<file path="config.mk">
export PLATFORM = sky130hd
export DESIGN_NAME = fsm_controller
export DESIGN_NICKNAME = d
export VERILOG_FILES = /design/src/rtl/fsm_controller.sv
export SDC_FILE = /design/constraint.sdc
export NUM_CORES = 1
export LEC_CHECK = 0
export BUFFER_PORTS_ARGS = -buffer_cell sky130_fd_sc_hd__buf_4
export CAP_MARGIN = 20
export CORE_AREA = 4 4 41 43
export CTS_BUF_LIST = sky130_fd_sc_hd__clkbuf_2 sky130_fd_sc_hd__clkbuf_4 sky130_fd_sc_hd__clkbuf_8
export DETAILED_ROUTE_END_ITERATION = 7
export DIE_AREA = 0 0 45 47
export MAX_ROUTING_LAYER = met4
export PLACE_DENSITY = 0.56
export SLEW_MARGIN = 40
export SYNTH_ARGS = -nofsm -noshare
export SYNTH_HDL_FRONTEND = slang
export SYNTH_SLANG_ARGS = --single-unit
export TNS_END_PERCENT = 1
</file>
<file path="constraint.sdc">
create_clock -name clk -period 5 [get_ports clk]
set_clock_uncertainty 0.2 [all_clocks]
set_input_delay 0.5 -clock clk [delete_from_list [all_inputs] [get_ports clk]]
set_output_delay 0.5 -clock clk [all_outputs]
set_load 0.05 [all_outputs]
</file>
<file path="src/rtl/fsm_controller.sv">
// Global sequencer for a ROWS x COLS systolic array:
// IDLE -> LOAD_X -> MAC (ROWS+COLS-1 cycles) -> STORE -> IDLE.
module fsm_controller #(
  parameter int ROWS    = 4,
  parameter int COLS    = 4,
  parameter int CYCLE_W = 5
) (
  input  logic               clk,
  input  logic               rst_n,
  input  logic               start,
  output logic [1:0]         global_state,
  output logic [CYCLE_W-1:0] cycle,
  output logic               busy,
  output logic               done
);

  typedef enum logic [1:0] {
    S_IDLE   = 2'd0,
    S_LOAD_X = 2'd1,
    S_MAC    = 2'd2,
    S_STORE  = 2'd3
  } state_e;

  // Last MAC cycle index: the wavefront needs ROWS+COLS-1 beats.
  localparam logic [CYCLE_W-1:0] MAC_LAST =
    CYCLE_W'(ROWS + COLS - 2);

  if (ROWS < 1 || ROWS > 16 ||
      COLS < 1 || COLS > 16 ||
      (2 ** CYCLE_W) <= (ROWS + COLS - 1)) begin : g_bad_cfg
    $error("fsm_controller: illegal ROWS/COLS/CYCLE_W");
  end

  state_e             state_q;
  state_e             state_d;
  logic [CYCLE_W-1:0] cycle_q;
  logic [CYCLE_W-1:0] cycle_d;

  always_ff @(posedge clk or negedge rst_n) begin
    if (!rst_n) begin
      state_q <= S_IDLE;
      cycle_q <= '0;
    end else begin
      state_q <= state_d;
      cycle_q <= cycle_d;
    end
  end

  always_comb begin
    state_d = state_q;
    cycle_d = '0;
    unique case (state_q)
      S_IDLE:   if (start) state_d = S_LOAD_X;
      S_LOAD_X: state_d = S_MAC;
      S_MAC:    if (cycle_q == MAC_LAST) state_d = S_STORE;
      S_STORE:  state_d = S_IDLE;
      default:  state_d = S_IDLE;
    endcase
    if (state_d == state_q && state_q != S_IDLE)
      cycle_d = cycle_q + CYCLE_W'(1);
  end

  assign global_state = state_q;
  assign cycle        = cycle_q;
  assign busy         = (state_q != S_IDLE);
  assign done         = (state_q == S_STORE);

endmodule

</file>
==> impl_metrics.ini, run 1 <==
[routing]
vias = 278
antenna_left = 0
wl_per_cell_um = 10.2
drc = 0
routed_wl_um = 673
avgViaCountPerCell = 4.21
drt_iter0_drc = 3
dr.pass1.iters = 4

[synth]
synthTopCellsByArea = dfrtp_1 47%, ha_1 17%, xor2_1 7.1%
yosys.area.top_type = dfrtp_1
ys_warn_count = 0
syn_area_um2 = 370
syn_area_per_cell_um2 = 10.6
netlist_instances = 35
ys_seq_area_frac = 0.473
synth.top_cell.area_share = 0.473
synthesis.nets = 43
synth-seq-cells = 7
synth.distinct_cells = 12

[critical_path]
cp_slowest_cell = dfrtp_1
cp-end-kind = output port
worstPathRequired_ps = 4300
critPathLaunchType = register
crit_fanout = 6
critical_path.max_stage_delay_ps = 410
critPathKind = reg -> out
cp.arrival_ps = 1250
worstPathCellList = inv_1, ha_1, inv_1, buf_4
rr_worst_depth = 5
crit_top_cell = inv_1

[timing]
max_freq_mhz = 512
rsz0062_at_grt = no
tns_ps = 0
slew_violations = 0
worst_pin_slew_ps = 176
fin_crit_sh = 0.391
hold_viol_final = 0
setup_slack_ps = 3050
post-route-min-period_ps = 1950
whs_ps = 329
slew_headroom = 0.883
setup_viol = 0

[layout]
nFillCells = 144
regArea_um2 = 175
area_growth_pct = 38.2
antennaDiodeCount = 0
multi_input_area_um2 = 180
most-common-layout-cells = 11 x buf_4, 7 x dfrtp_1, 6 x nor2_1
drive_gt1_frac = 0.294
finalNonFillerCells = 66
nets = 60
final_common_cell = buf_4

[global_route]
grt_pass1_wl_um = 1120
grtUsageTotal = 0.0798
grt_max_degree = 8
gr-total-overflow = 0
grt_pass1_vias = 257
antenna_found_initial = 0

[clock_tree]
clk_latency_ps = 250
htreeDepth = 1
cts-root-buf = clkbuf_4
clock_tree.buffer_depth = 2
numCtsBuffers = 3
clkSinkCount = 7
cts_resized = 0
cts_tree = built
clk_pin_slew_ps = 50

[status]
status = completed

[floorplan]
start_util = 0.285
rows = 13
boundaryPins = 12
dieArea_mm2 = 0.00212
die_h_um = 47
core_mm2 = 0.00130
die_w_um = 45

[pwr]
fin_total_pwr_mw = 0.343
leakagePower_nw = 0.267
peakVddDrop_mv = 0.195
powerDensity_mw_per_mm2 = 671

[worst_hold_path]
hold_path_class = reg -> reg
worstHoldPathCells = 1

[placement]
portBuffers = 11
pre_cts_ws_ps = 3190
dp_hpwl_um = 522
place.gp.congestion = 0.842
dp.cells = 61

[flow_run]
drv_cap = 0
[logic make-up (layout without fill, tap and decap cells)]
logic type               count (synthesis)  in the layout  share of synthesized area
flip-flops                               7              7                      0.473
buffers and inverters                    4             20                     0.0405
adder cells (fa/ha/maj)                  5              5                      0.169
XOR/XNOR                                 4              4                     0.0946
AND/OR/NAND/NOR                         12             12                      0.166
AO/OA/AOI/OAI                            3              3                     0.0574
[state kept, by name, summed over array words and instances (netlist names)]
| signal | flops |
|---|---|
| cycle | 5 |
| global_state | 2 |
[synth_stat cells]
cell type and instances:
nor2_1 6, ha_1 5, nand2_1 1, nor2b_1 2, nand3_1 2, inv_1 4, and4bb_1 1, xor2_1 3
a21oi_1 2, xnor2_1 1, a2111o_1 1, dfrtp_1 7
[worst paths after layout]
| kind | slack, ps | to | start |
|---|---|---|---|
| worst max-delay path | 3050 | busy | global_state[0]$_DFF_PN0_ |
| worst min-delay path | 330 | cycle[0]$_DFF_PN0_ | cycle[0]$_DFF_PN0_ |
| worst max register to register | 3200 | cycle[2]$_DFF_PN0_ | global_state[0]$_DFF_PN0_ |
| worst min register to register | 330 | cycle[0]$_DFF_PN0_ | cycle[0]$_DFF_PN0_ |
| max in group asynchronous | 4070 | global_state[1]$_DFF_PN0_ | rst_n |
| min in group asynchronous | 400 | cycle[1]$_DFF_PN0_ | rst_n |
[worst max-delay path, delay by kind of cell, from the launching register on]
kind	cells	cell delay, ps
adder cells (fa/ha/maj)	1	240
buffers and inverters	3	350
flip-flops	1	410
[power by group]
part	switching (mW)	internal [mW]
combinational	0.131	0.0642
sequential	0.0192	0.0723
clock	0.0203	0.0358
total	0.171	0.172
[metal layers]
layer	track usage	vias up	wire length (µm)
li1	-	145	-
met1	0.0907	127	297
met2	0.107	6	329
met3	0.0536	0	47
met4	0.0351	0	0
met5	-	-	0
[repair_timing]
item                                   4_1_cts  5_1_grt
hold buffers                                 1        0
setup buffers                                0        0
endpoints found under the hold margin        7        0
[metrics by stage]
stage | utilization | area [µm²]
final | 0.393 | 512
after CTS | 0.393 | 512
after global placement | 0.363 | 472
after detailed placement | 0.363 | 472
after floorplan | - | 370
after global routing | 0.393 | 512
[layout make-up]
| class | count | area share |
|---|---|---|
| Clock buffer | 4 | 0.0587 |
| Inverter | 4 | 0.0293 |
| Multi-Input combinational cell | 24 | 0.352 |
| Sequential cell | 7 | 0.342 |
| Tap cell | 15 | 0.0367 |
| Timing Repair Buffer | 12 | 0.181 |
(Power assumes the default switching activity.)
==> run 2, diff against run 1 <==
Clock period 5 ns to 1.8 ns, I/O delays scaled along.
==> run 2 against run 1 <==
  * Power rose to 3.0 times the previous value
  * Critical path depth rose by 1
  * Flip-flop and latch count unchanged
  * Critical path type is now reg -> reg
  * Critical endpoint is now cycle[0]$_DFF_PN0_
  * Largest power group unchanged
==> impl_metrics.ini, run 2 (synthesized netlist as in run 1, its figures left out) <==
[status]
status = completed

[floorplan]
boundaryPins = 12
core_mm2 = 0.00130
dieArea_mm2 = 0.00212
die_h_um = 47
die_w_um = 45
rows = 13
start_util = 0.285

[timing]
rsz0062_at_grt = no
hold_viol_final = 0
worst_pin_slew_ps = 183
slew_headroom = 0.878
max_freq_mhz = 591
tns_ps = 0
post-route-min-period_ps = 1690
slew_violations = 0
setup_viol = 0
fin_crit_sh = 0.940

[critical_path]
cp-end-kind = register
worstPathRequired_ps = 1770
r2r-end = cycle[0]$_DFF_PN0_
rr_worst_depth = 5
cp.arrival_ps = 1660
critPathKind = reg -> reg
crit_fanout = 5
critPathLaunchType = register
rrSetupSlack_ps = 110
reg2reg_from = global_state[0]$_DFF_PN0_

[global_route]
grtUsageTotal = 0.0840
grt_pass1_wl_um = 1200
grt_pass1_vias = 268
grt_max_degree = 8
antenna_found_initial = 0
gr-total-overflow = 0

[placement]
dp.cells = 62
place.gp.congestion = 0.698
dp_hpwl_um = 543
portBuffers = 11

[pwr]
peakVddDrop_mv = 0.624
powerDensity_mw_per_mm2 = 1890
leakagePower_nw = 0.271

[clock_tree]
clk_latency_ps = 250
cts_tree = built
clk_pin_slew_ps = 50
clock_tree.buffer_depth = 2
htreeDepth = 1
numCtsBuffers = 3
clkSinkCount = 7
cts-root-buf = clkbuf_4

[layout]
finalNonFillerCells = 68
drive_gt1_frac = 0.453
final_common_cell = buf_4
largest_reg_flops = 5
nets = 62
most-common-layout-cells = 13 x buf_4, 6 x nor2_1, 4 x ha_1, 4 x clkbuf_4, 4 x dfrtp_2
area_growth_pct = 47.0
fin_util = 0.418
antennaDiodeCount = 0

[routing]
wl_per_cell_um = 10.0
drt_iter0_drc = 1
antenna_left = 0
dr.pass1.iters = 3
avgViaCountPerCell = 4.31
drc = 0
vias = 293
routed_wl_um = 683

[worst_hold_path]
min_from = start
hold_path_class = in -> reg
holdPathEnd = global_state[0]$_DFF_PN0_
worstHoldPathCells = 3

[flow_run]
drv_cap = 0
## run 2: cell types whose count changed in the layout (fill, tap and decap cells not counted)
cell,previous run,this run
dfrtp_1,7,3
buf_4,11,13
ha_4,0,1
inv_1,4,2
dfrtp_2,0,4
inv_2,0,2
ha_1,5,4
## run 2: repair_timing
item                                    CTS  global route
hold endpoints to repair                  7             0
hold buffers                              1             0
buffers inserted                          0             1
endpoints found under the setup margin    0             3
resized for setup                         0             2
## run 2: area by class of cell
type | count | area (µm²)
repair buffers | 14 | 108
clock buffers | 4 | 30.0
fillers | 147 | 757
flip-flops and latches | 7 | 180
inverters | 4 | 15.0
multi-input cells | 24 | 193
well taps | 15 | 18.8
## run 2: worst max-delay path by stage
stage,start,endpoint,slack [ps],depth (start not counted)
3_5_place_dp,global_state[0]$_DFF_PN0_,cycle[2]$_DFF_PN0_,90,5
3_3_place_gp,global_state[0]$_DFF_PN0_,cycle[2]$_DFF_PN0_,110,5
2_1_floorplan,global_state[0]$_DFF_PN0_,cycle[3]$_DFF_PN0_,7,5
4_1_cts,global_state[0]$_DFF_PN0_,cycle[2]$_DFF_PN0_,90,5
5_1_grt,global_state[0]$_DFF_PN0_,cycle[0]$_DFF_PN0_,0.7,5
6_report,global_state[0]$_DFF_PN0_,cycle[0]$_DFF_PN0_,110,5
## run 2: critical path, stage by stage (launching register included)
cell and delay [ps]:
dfrtp_2 420, inv_2 80, ha_4 200, xor2_1 150, a2111o_1 430, nor2_1 130
## run 2: metrics by stage
stage / power (mW) / area [µm²] / worst slack, ps / hold WS [ps]
after floorplan: 0.668 / 375 / 6.73 / -316
after global placement: 0.835 / 484 / 106 / -203
after detailed placement: 0.836 / 484 / 93.5 / -203
after CTS: 0.998 / 524 / 85.8 / 37.9
after global routing: 1.13 / 544 / 0.706 / 88.4
final: 1.03 / 544 / 109 / 39.5
## run 2: per-layer routing
layer / wire (µm) / vias to the layer above / track usage
met3: 33 / 0 / 0.0230
li1: - / 149 / -
met5: 0 / - / -
met4: 0 / 0 / 0.0526
met1: 322 / 139 / 0.112
met2: 327 / 5 / 0.110
## run 2: power by group
group	internal (mW)	switching (mW)
sequential	0.208	0.0438
clock	0.0996	0.0568
combinational	0.225	0.397
==> run 3, diff against run 2 <==
Settings changed: PLACE_DENSITY 0.56 to 0.5.
==> run 3 against run 2 <==
  * Via count is 3.4% higher
  * Global-route usage is 1.8 points higher
  * Sequential share of layout area is 1.8 points higher
  * Worst setup slack better by 1.9 ps
  * Power is 5.1% lower
  * Wire length is 16% higher
  * Cell area is 5.1% lower
  * Largest cell class is now flip-flops and latches
==> impl_metrics.ini, run 3 (synthesized netlist as in run 1, its figures left out) <==
[status]
status = completed

[clock_tree]
clock_tree.buffer_depth = 2
numCtsBuffers = 3
clk_pin_slew_ps = 50
clkSinkCount = 7
htreeDepth = 1
cts_tree = built
cts-root-buf = clkbuf_4
cts_resized = 0
clk_latency_ps = 250

[critical_path]
r2r-end = cycle[2]$_DFF_PN0_
worstPathCellList = inv_2, ha_1, xor2_1, a2111o_1, nor2_1
cp.arrival_ps = 1670
critPathKind = reg -> reg
cp_slowest_cell = dfrtp_2
worstPathRequired_ps = 1780
critPathLaunchType = register
crit_fanout = 6
critical_path.max_stage_delay_ps = 400
rrSetupSlack_ps = 110
rr_worst_depth = 5
cp-end-kind = register
reg2reg_from = global_state[0]$_DFF_PN0_

[global_route]
gr-total-overflow = 0
grt_pass1_wl_um = 1390
antenna_found_initial = 0
grt_pass1_vias = 319
grtUsageTotal = 0.102
grt_max_degree = 8

[routing]
drc = 0
antenna_left = 0
vias = 303
dr.pass1.iters = 1
routed_wl_um = 793
drt_iter0_drc = 0
avgViaCountPerCell = 4.59
wl_per_cell_um = 12.0

[placement]
dp_hpwl_um = 634
place.gp.congestion = 0.803
portBuffers = 11
dp.cells = 61

[timing]
rsz0062_at_grt = no
slew_headroom = 0.886
whs_ps = 32.1
worst_pin_slew_ps = 171
post-route-min-period_ps = 1690
tns_ps = 0
setup_viol = 0
fin_crit_sh = 0.939
hold_viol_final = 0
slew_violations = 0
max_freq_mhz = 592

[worst_hold_path]
holdPathEnd = global_state[0]$_DFF_PN0_
hold_path_class = in -> reg
worstHoldPathCells = 3
min_from = start

[floorplan]
die_w_um = 45
die_h_um = 47
rows = 13
core_mm2 = 0.00130
dieArea_mm2 = 0.00212
start_util = 0.285
boundaryPins = 12

[layout]
final_common_cell = buf_4
area_growth_pct = 39.5
largest_reg_flops = 5
finalNonFillerCells = 66
drive_gt1_frac = 0.392
fin_util = 0.397
nFillCells = 140
nets = 60
most-common-layout-cells = 11 x buf_4, 6 x nor2_1, 5 x ha_1
antennaDiodeCount = 0

[pwr]
peakVddDrop_mv = 0.777
leakagePower_nw = 0.262
fin_total_pwr_mw = 0.979
powerDensity_mw_per_mm2 = 1890

[flow_run]
drv_cap = 0
==> run 3: cell count changes in the layout (fill, tap and decap cells not counted) <==
cell | before | now
buf_4 | 13 | 11
ha_4 | 1 | 0
ha_1 | 4 | 5
inv_1 | 2 | 3
inv_2 | 2 | 1
==> run 3: critical path: cells and delay by family (launching register included) <==
| kind | cells | cell delay [ps] |
|---|---|---|
| DFF | 1 | 400 |
| AOI/OAI and AO/OA | 1 | 360 |
| adders and majority gates | 1 | 310 |
| xor gates and xnor gates | 1 | 170 |
| and+or+nand+nor | 1 | 130 |
| buffers and inverters | 1 | 50 |
==> run 3: what timing repair did <==
item                                   in CTS  in global routing
endpoints found under the hold margin       7                  0
setup buffers                               0                  0
hold buffers                                1                  0
==> run 3: power by group <==
part	internal (mW)	switching [mW]	leakage, nW
Sequential	0.209	0.0566	0.0880
Combinational	0.179	0.377	0.155
Clock	0.0996	0.0572	0.0184
Total	0.488	0.491	0.262
==> run 3: area by class of cell <==
| type | count | area [µm²] | share of cell area |
|---|---|---|---|
| Multi-Input combinational cell | 24 | 180 | 0.349 |
| Timing Repair Buffer | 12 | 92.6 | 0.179 |
| Sequential cell | 7 | 180 | 0.349 |
| Clock buffer | 4 | 30.0 | 0.0581 |
| Tap cell | 15 | 18.8 | 0.0363 |
| Inverter | 4 | 15.0 | 0.0291 |
==> run 3: how the worst max path moves through the flow <==
stage | start | end | slack [ps] | cells after the start
2_1_floorplan | global_state[0]$_DFF_PN0_ | cycle[3]$_DFF_PN0_ | 7 | 5
3_3_place_gp | global_state[0]$_DFF_PN0_ | cycle[4]$_DFF_PN0_ | 120 | 5
3_5_place_dp | global_state[0]$_DFF_PN0_ | cycle[2]$_DFF_PN0_ | 100 | 5
4_1_cts | global_state[0]$_DFF_PN0_ | cycle[2]$_DFF_PN0_ | 90 | 5
5_1_grt | global_state[0]$_DFF_PN0_ | cycle[3]$_DFF_PN0_ | 30 | 5
6_report | global_state[0]$_DFF_PN0_ | cycle[2]$_DFF_PN0_ | 110 | 5
==> run 3: through the flow <==
stage	instance area [µm²]	setup WS (ps)
final	517	111
after floorplan	375	6.73
after global routing	517	27.1
after detailed placement	477	100
after global placement	477	123
after CTS	517	90.6
==> run 3: per-layer routing <==
layer	wire length, µm	track usage	share of wire	up-vias
li1	-	-	-	143
met1	305	0.0884	0.38	143
met2	389	0.164	0.49	12
met3	65	0.0383	0.082	5
met4	32	0.105	0.040	0
met5	0	-	0	-
